### src/rtl/demux_1to4_reg.sv
// demux_1to4_reg: routes one word per cycle into one of four single-entry
// output slots. Each slot drains over its own valid/ready handshake and keeps
// a wrapping count of completed drains.
module demux_1to4_reg #(
  parameter int WIDTH = 32,
  parameter int CNT_W = 16
) (
  input  logic             clk,
  input  logic             rst_n,
  // producer side
  input  logic             in_valid,
  output logic             in_ready,
  input  logic [WIDTH-1:0] in_data,
  input  logic [1:0]       in_sel,
  // slot 0
  output logic             out0_valid,
  input  logic             out0_ready,
  output logic [WIDTH-1:0] out0_data,
  output logic [CNT_W-1:0] cnt0,
  // slot 1
  output logic             out1_valid,
  input  logic             out1_ready,
  output logic [WIDTH-1:0] out1_data,
  output logic [CNT_W-1:0] cnt1,
  // slot 2
  output logic             out2_valid,
  input  logic             out2_ready,
  output logic [WIDTH-1:0] out2_data,
  output logic [CNT_W-1:0] cnt2,
  // slot 3
  output logic             out3_valid,
  input  logic             out3_ready,
  output logic [WIDTH-1:0] out3_data,
  output logic [CNT_W-1:0] cnt3
);

  logic [3:0]             ready_vec;
  logic [3:0]             valid_vec;
  logic [3:0][WIDTH-1:0]  data_vec;
  logic [3:0][CNT_W-1:0]  cnt_vec;
  logic                   accept;

  assign ready_vec = {out3_ready, out2_ready, out1_ready, out0_ready};

  // A slot can take a word when empty, or when full and draining this cycle.
  // Deliberately independent of in_valid so the producer may wait on it.
  assign in_ready = ~valid_vec[in_sel] | ready_vec[in_sel];
  assign accept   = in_valid & in_ready;

  genvar gi;
  generate
    for (gi = 0; gi < 4; gi++) begin : g_slot
      logic             valid_q, valid_d;
      logic [WIDTH-1:0] data_q, data_d;
      logic [CNT_W-1:0] cnt_q, cnt_d;
      logic             load;
      logic             drain;

      assign load  = accept & (in_sel == 2'(gi));
      assign drain = valid_q & ready_vec[gi];

      // Next-state: a drain empties the slot, a load (checked last) refills it,
      // so a same-cycle drain+load leaves the slot full with the new word.
      always_comb begin
        valid_d = valid_q;
        data_d  = data_q;
        cnt_d   = cnt_q;
        if (drain) begin
          valid_d = 1'b0;
          cnt_d   = cnt_q + CNT_W'(1);
        end
        if (load) begin
          valid_d = 1'b1;
          data_d  = in_data;
        end
      end

      // Slot state registers; reset discards any held word and clears the count.
      always_ff @(posedge clk) begin
        if (!rst_n) begin
          valid_q <= 1'b0;
          data_q  <= '0;
          cnt_q   <= '0;
        end else begin
          valid_q <= valid_d;
          data_q  <= data_d;
          cnt_q   <= cnt_d;
        end
      end

      assign valid_vec[gi] = valid_q;
      assign data_vec[gi]  = data_q;
      assign cnt_vec[gi]   = cnt_q;
    end
  endgenerate

  assign out0_valid = valid_vec[0];
  assign out1_valid = valid_vec[1];
  assign out2_valid = valid_vec[2];
  assign out3_valid = valid_vec[3];

  assign out0_data  = data_vec[0];
  assign out1_data  = data_vec[1];
  assign out2_data  = data_vec[2];
  assign out3_data  = data_vec[3];

  assign cnt0       = cnt_vec[0];
  assign cnt1       = cnt_vec[1];
  assign cnt2       = cnt_vec[2];
  assign cnt3       = cnt_vec[3];

endmodule
### config.mk
export PLATFORM = sky130hd
export DESIGN_NAME = demux_1to4_reg
export DESIGN_NICKNAME = d
export VERILOG_FILES = /design/src/rtl/demux_1to4_reg.sv
export SDC_FILE = /design/constraint.sdc
export NUM_CORES = 1
export LEC_CHECK = 0
export BUFFER_PORTS_ARGS = -buffer_cell sky130_fd_sc_hd__buf_2
export CAP_MARGIN = 20
export CORE_ASPECT_RATIO = 0.5
export CORE_MARGIN = 8
export CORE_UTILIZATION = 40
export CTS_CLUSTER_SIZE = 40
export DETAILED_ROUTE_END_ITERATION = 16
export GPL_TIMING_DRIVEN = 0
export PLACE_DENSITY = 0.75
export SETUP_SLACK_MARGIN = 0.4
export SLEW_MARGIN = 30
export SYNTH_ARGS = -nofsm -noshare
export SYNTH_HDL_FRONTEND = slang
export SYNTH_SLANG_ARGS = --single-unit
### constraint.sdc
create_clock -name clk -period 1.4 [get_ports clk]
set_input_delay 0.14 -clock clk [delete_from_list [all_inputs] [get_ports clk]]
set_output_delay 0.14 -clock clk [all_outputs]
set_load 0.005 [all_outputs]
==> summary.md, run 1 <==
| Metric | Value |
|---|---|
| Status | complete, but fails checks |
| Violated checks | setup timing |
| Cells after Synth | 910 |
| Syn_nets | 955 |
| Initial Util | 0.408 |
| P_leak | 6.03 nW |
| Post-Synthesis Cell Area | 7510 sq um |
| Setup TNS Final | -21.24 ns |
| HP Class | input port to flop |
| Max Fclk | 556 MHz |
| Worst flop-to-flop path endpoint | cnt3[10]$_SDFFE_PN0P_ |
| Reg-to-Reg Start | cnt3[0]$_SDFFE_PN0P_ |
| Syn Area/Cell | 8.25 sq um |
| R2R Setup Slk | -0.38 ns |
| Total GRT Usage | 0.232 |
| Largest net degree at the start of global routing | 22 |
| Global-route wire length before repair | 44300 microns |
| Placed cell areas | 9520 sq um |
| Hold Startpoint | in_data[8] |
| Die area | 23700 sq um |
| Synth top cells by count | nand2_1, dfxtp_1, a21oi_1 |
| Setup slack after layout | -0.398 ns |
| CTS clk-pin slew, worst paths | 0.08 ns |
| Htree depth | 4 |
| WP data arrival | 1.66 ns |
| Worst setup path class | flop to output pin |
| CTS tree | done |
| Period utilization | 1.28 |
| Placed cell count | 1386 |
| Clk sinks | 196 |
| Initial antenna violation count | 1 |
| Quantity of I/O buffers inserted on ports | 236 |
| Layout Nets | 1400 |
| Clk_skew | 0.0149 ns |
| Area Overhead vs Synth | 89.5% |
| Flop pwr share | 0.461 |
| Final std cells w/o fill | 1609 |
| Ys Warns | 0 |
| CTS root buffer | clkbuf_16 |
| Most common cell in the synthesized netlist | nand2_1 |
| Area leader, netlist | dfxtp_1 |
| Die width | 210 microns |
| Critical Path RT | 1.26 ns |
| Pre-Repair DR Iteration Count | 7 |
| Hold Path Stages | 3 |
| Global routing usage on met3 | 0.0455 |
| CP endpoint kind | output pin |
| Int Pwr | 8.78 mW |
| DRC | 0 |
| Synth Flop Type | dfxtp_1 |
| Vias | 9530 |
| Pins Over Slew Limit | 0 |
| Switching Share | 0.294 |
| Yosys top cell area share | 0.523 |
| Total CTS buffers | 17 |
| WHS | 0.00753 ns |
| Final Hold Vio Count | 0 |
| Initial DRC Count | 1145 |
| Worst slew pin tran | 0.961 ns |
| PwrDens | 875 nW/um^2 |
| Reg2Reg Depth | 5 |
| Relative slew margins | 0.359 |
| Critical Path Start Type | flop |
| Cell row count | 35 |
| Max cap viols | 0 |
| Clock power frac | 0.412 |
| Via count of the first global-routing pass | 8133 |
| Core Area | 18400 sq um |
| Worst-skew pair later-pin latency | 0.44 ns |
| Antenna Violating Nets Remaining | 0 |
| Fraction of registers with async set/reset | 0 |
| Post-layout min period | 1.80 ns |
| Drt via density | 5.92 |
| Met1 GRT Util | 0.271 |
| Final core utilization | 0.773 |
| Number of flops mapped to enable cells by yosys | 0 |
| Busiest grt layer | met2 |
| Net Switching | 3.67 mW |
| Seq cells post-synth | 196 |
| Layout cells sized above 1 | 0.637 |
| Comb pwr share | 0.127 |
| Worst slack, placed | -0.349 ns |
| Yosys cell types | 39 |
| Clock Path Buffers | 2 |
| Worst Hold End | out2_data[8]$_SDFFE_PN0P_ |
| Unrepaired setup endpoints after global routing | yes |
| Worst-case vdd ir drop | 0.00101 V |
| Total wire length | 39800 microns |
| Design Power | 12.4 mW |
| GR Overflow Total | 0 |
| GP Congestion | 0.859 |
| Fillcell total | 958 |
| Seq/Total Area, Yosys | 0.523 |
| Setup-failing EPs final | 132 |
| Crit Path Max Fanout | 2 |
| Top cells by area, synth | dfxtp_1, nand2_1, a21oi_1 |
| Met2 Use GR | 0.404 |
| Post-DP HPWL | 18400 microns |
| Die Y-Extent | 113 microns |
| Wire length per cell | 24.7 microns |
| Boundary Pins | 238 |
| Final instance area | 14200 sq um |
worst max path at each step:
stage	start	endpoint	slack, ns	depth (start not counted)
3_5_place_dp	out0_valid$_SDFFE_PN0P_	out0_data[11]$_SDFFE_PN0P_	-0.35	5
5_1_grt	out2_valid$_SDFFE_PN0P_	in_ready	-0.43	4
6_report	out2_valid$_SDFFE_PN0P_	in_ready	-0.40	4
2_1_floorplan	cnt2[7]$_SDFFE_PN0P_	cnt2[15]$_SDFFE_PN0P_	0.04	4
3_3_place_gp	out0_valid$_SDFFE_PN0P_	out0_data[11]$_SDFFE_PN0P_	-0.30	5
4_1_cts	out2_valid$_SDFFE_PN0P_	in_ready	-0.32	4
cells in the final DEF (no fill, tap or decap), drive strengths merged:
cell type,count
dlygate4sd3,30
inv,17
o21ai,11
o31ai,1
diode,1
or4,2
nand2,291
nor3b,2
nor2b,2
nand4,18
nor4,8
and4b,1
nor4b,2
buf,410
ha,4
or3,12
clkbuf,54
xor2,22
nand2b,11
a21oi,147
xnor2,17
and3,3
clkinv,7
nand3,27
and4,9
nor2,41
nor3,11
mux2i,9
mux4,1
nand4b,1
dfxtp,196
or2,1
critical path, stage by stage, from the launching register on:
cell,delay [ns]
dfxtp_4,0.35
nor2b_4,0.18
inv_2,0.05
mux4_2,0.49
buf_6,0.15
power groups by stage:
stage          clock network [mW]  logic, mW  registers (mW)
3_3_place_gp                    0      0.774            5.88
5_1_grt                      5.32       1.63            5.74
4_1_cts                      5.01       1.09            5.73
2_1_floorplan                   0      0.370            5.89
6_report                     5.13       1.58            5.74
3_5_place_dp                    0      0.792            5.89
routing by layer:
metal | share of wire | wire (microns) | vias to the layer above
met1 | 0.37 | 14800 | 4579
met2 | 0.47 | 18600 | 754
met3 | 0.088 | 3480 | 262
met5 | 0 | 0 | -
met4 | 0.073 | 2900 | 0
li1 | - | - | 3935
state kept, by name, indices dropped and copies added, names as in the netlist:
register    cells
cnt0           16
cnt1           16
cnt2           16
cnt3           16
out0_data      32
out0_valid      1
out1_data      32
out1_valid      1
out2_data      32
out2_valid      1
out3_data      32
out3_valid      1
logic make-up (layout without fill, tap and decap cells):
logic type      after synthesis  in the layout  share of synthesized area
fa+ha+maj                     4              4                    0.00667
buf+inv                      60            518                     0.0327
xor+xnor                     39             39                     0.0455
other cells                   0              1                          0
simple gates                442            442                      0.271
flops                       196            196                      0.523
mux                          10             10                     0.0150
compound gates              159            159                      0.106
cell type report:
cell class | instances | area (sq um) | area share
multi-input cells | 654 | 4850 | 0.341
clock buffers | 17 | 425 | 0.0299
flip-flops and latches | 196 | 4170 | 0.293
clock inverters | 15 | 179 | 0.0126
well taps | 240 | 300 | 0.0211
repair buffers | 426 | 3710 | 0.261
plain buffers | 51 | 553 | 0.0389
inverters | 9 | 33.8 | 0.00237
diodes | 1 | 2.50 | 0.000176
what timing repair did:
item                                    in CTS  in global routing
gates cloned                                11                  7
hold buffers                                30                  0
setup buffers                               62                 80
pin swaps                                   68                 72
hold endpoints to repair                    78                  0
gates resized for setup                    168                459
endpoints found under the setup margin     390                390
Note: power is estimated with default switching activity, not from simulation.
==> run 2: changes to the inputs <==
--- a/config.mk
+++ b/config.mk
@@ -9,11 +9,11 @@
 export CAP_MARGIN = 20
 export CORE_ASPECT_RATIO = 0.5
 export CORE_MARGIN = 8
-export CORE_UTILIZATION = 40
+export CORE_UTILIZATION = 51
 export CTS_CLUSTER_SIZE = 40
 export DETAILED_ROUTE_END_ITERATION = 16
 export GPL_TIMING_DRIVEN = 0
-export PLACE_DENSITY = 0.75
+export PLACE_DENSITY = 0.87
 export SETUP_SLACK_MARGIN = 0.4
 export SLEW_MARGIN = 30
 export SYNTH_ARGS = -nofsm -noshare
==> constraint.sdc (replaced) <==
create_clock -name clk -period 1.9 [get_ports clk]
set_input_delay 0.19 -clock clk [delete_from_list [all_inputs] [get_ports clk]]
set_output_delay 0.19 -clock clk [all_outputs]
set_load 0.005 [all_outputs]
==> run 2 against run 1 <==
Compared with the run above: via count shrank 20%; critical path depth shrank 1; first-iteration DRC count shrank 51%; count of clock-buffer cells in the layout grew 2; combinational power shrank 62%; wire length shrank 39%; global-route usage grew 0.51 points; clock skew shrank 0.0054 ns; largest power group unchanged; largest cell class is now sequential cells; the flow now finishes without violations; cell area shrank 30%; power shrank 33%; sequential share of layout area grew 11 points; die area shrank 19%.
==> summary.md, run 2 (same netlist as run 1, synthesis figures left out) <==
| Metric | Value |
|---|---|
| Status | finished clean |
| Clk sinks | 196 (unchanged) |
| Setup slack after layout | 0.128 ns (+0.526 ns) |
| CTS clk-pin slew, worst paths | 0.07 ns (about the same) |
| CTS tree | done |
| GR Overflow Total | 0 (unchanged) |
| Worst slack, placed | 0.130 ns (+0.479 ns) |
| WP data arrival | 1.58 ns (-0.08 ns) |
| Initial antenna violation count | 1 (unchanged) |
| Worst setup path class | flop to output pin |
| Worst-skew pair later-pin latency | 0.42 ns (-0.02 ns) |
| Net Switching | 2.06 mW (-44%) |
| HP Class | input port to flop |
| DRC | 0 (unchanged) |
| Period utilization | 0.933 |
| Initial Util | 0.520 (+0.112) |
| Flop pwr share | 0.510 (+0.049) |
| Layout cells sized above 1 | 0.319 (-0.318) |
| PwrDens | 832 nW/um^2 (-4.9%) |
| Critical Path Start Type | flop |
| Quantity of I/O buffers inserted on ports | 236 (unchanged) |
| Worst slew pin tran | 0.697 ns (-0.264 ns) |
| CP max-delay cell | mux4_2 |
| Total GRT Usage | 0.237 (+0.00509) |
| Relative slew margins | 0.535 (+0.176) |
| Drt via density | 5.46 (-7.9%) |
| Die Y-Extent | 102 microns (-9.8%) |
| Total CTS buffers | 17 (unchanged) |
| Boundary Pins | 238 (unchanged) |
| Post-DP HPWL | 17400 microns (-5.9%) |
| Crit-path max cell delay | 0.48 ns (about the same) |
| Design Power | 8.33 mW (-33%) |
| CP endpoint kind | output pin |
| Post-layout min period | 1.77 ns |
| Critical Path RT | 1.71 ns (+0.45 ns) |
| Global-route wire length before repair | 37000 microns (-16%) |
| Crit Path Max Fanout | 8 (+6) |
| Layout Nets | 1225 (-13%) |
| Pre-Repair DR Iteration Count | 5 (-2) |
| Antenna Violating Nets Remaining | 0 (unchanged) |
| P_leak | 4.29 nW (-29%) |
| Largest net degree at the start of global routing | 18 (-18%) |
| Cell row count | 31 (-11%) |
| Crit-path cells | nand2b_4 -> mux4_2 -> buf_6 |
| Unrepaired setup endpoints after global routing | yes |
| Comb pwr share | 0.072 (-0.055) |
| Clock Path Buffers | 2 (unchanged) |
| Total wire length | 24400 microns (-39%) |
| Setup-failing EPs final | 0 (-100%) |
| Clock power frac | 0.419 (+0.007) |
| Setup TNS Final | 0 ns (+21.24 ns) |
| CTS root buffer | clkbuf_16 |
| Max cap viols | 0 (unchanged) |
| Max Fclk | 564 MHz |
| Initial DRC Count | 557 (-51%) |
| Pins Over Slew Limit | 0 (unchanged) |
| Die area | 19100 sq um (-19%) |
| Area Overhead vs Synth | 33.4% |
| Via count of the first global-routing pass | 7221 (-11%) |
| Worst-case vdd ir drop | 0.000663 V (-34%) |
| Wire length per cell | 17.6 microns (-29%) |
| Most frequent cells in the layout | nand2_1, buf_2, dfxtp_1 |
| Clk_skew | 0.00948 ns (-0.00541 ns) |
| Switching Share | 0.247 (-0.0478) |
| Int Pwr | 6.28 mW (-29%) |
| Fillcell total | 1119 (+17%) |
| Core Area | 14400 sq um (-22%) |
| Vias | 7588 (-20%) |
| GP Congestion | 0.849 (-1.2%) |
| Htree depth | 4 (unchanged) |
| Die width | 188 microns (-11%) |
| Commonest non-fill, non-tap cell in the layout | nand2_1 |
| Final Hold Vio Count | 0 (unchanged) |
## run 2: cell count changes in the layout (fill, tap and decap cells not counted), moves of 14 or more
| cell | before | now |
|---|---|---|
| buf_6 | 142 | 4 |
| buf_12 | 15 | 1 |
| nand2_2 | 65 | 2 |
| a21oi_2 | 112 | 3 |
| dlygate4sd3_1 | 30 | 0 |
| dfxtp_4 | 49 | 12 |
| a21oi_1 | 34 | 144 |
| buf_2 | 166 | 238 |
| nand2_1 | 164 | 289 |
| dfxtp_2 | 50 | 16 |
| dfxtp_1 | 97 | 168 |
| buf_4 | 69 | 20 |
| nand2_4 | 62 | 0 |
## run 2: repair_timing
action,4_1_cts,5_1_grt
setup buffers,8,5
endpoints found under the setup margin,139,141
gates cloned,0,2
hold buffers,0,0
pin swaps,6,11
resized for setup,53,74
## run 2: through the flow
stage               instance area, sq um  hold WS (ns)  instances   util
floorplan                           7510         0.326        910      -
global placement                    8930         0.440       1344  0.619
detailed placement                  8930         0.444       1344  0.619
CTS                                 9710        0.0335       1383  0.673
global route                       10000        0.0333       1391  0.694
finish                             10000        0.0413       1391  0.694
## run 2: worst paths after layout
path,from,to,slack (ns),depth (start not counted)
worst max-delay path,out1_valid$_SDFFE_PN0P_,in_ready,0.13,3
worst min-delay path,in_data[18],out0_data[18]$_SDFFE_PN0P_,0.04,3
worst max register to register,out2_valid$_SDFFE_PN0P_,out2_data[23]$_SDFFE_PN0P_,0.35,7
worst min register to register,out1_data[4]$_SDFFE_PN0P_,out1_data[4]$_SDFFE_PN0P_,0.45,2
## run 2: worst max-delay path: cells and delay by family, from the launching register on
| kind | cells | cell delay, ns |
|---|---|---|
| flip-flops | 1 | 0.44 |
| AND/OR/NAND/NOR | 1 | 0.10 |
| buffers and inverters | 1 | 0.14 |
| multiplexers | 1 | 0.48 |
## run 2: power by group through the flow
stage | Combinational, mW | Clock (mW) | Sequential (mW)
detailed placement | 0.532 | 0 | 4.35
floorplan | 0.238 | 0 | 4.35
global route | 0.648 | 3.69 | 4.25
finish | 0.596 | 3.49 | 4.25
global placement | 0.515 | 0 | 4.35
CTS | 0.559 | 3.49 | 4.26
## run 2: layout make-up
class,instances,area (sq um),share of cell area
tap,198,248,0.0247
buffer,51,315,0.0315
inverter,9,33.8,0.00337
antenna,1,2.50,0.000250
sequential,196,3990,0.398
multi-input combinational,654,3530,0.352
clock inverter,12,119,0.0119
timing repair buffer,251,1340,0.133
clock buffer,19,443,0.0442
## run 2: metal layers
metal	global-route usage	up-vias	wire, microns
met2	0.423	313	12300
li1	-	3586	-
met1	0.274	3613	9730
met3	0.0536	76	1480
met5	0	-	0
met4	0.106	0	949
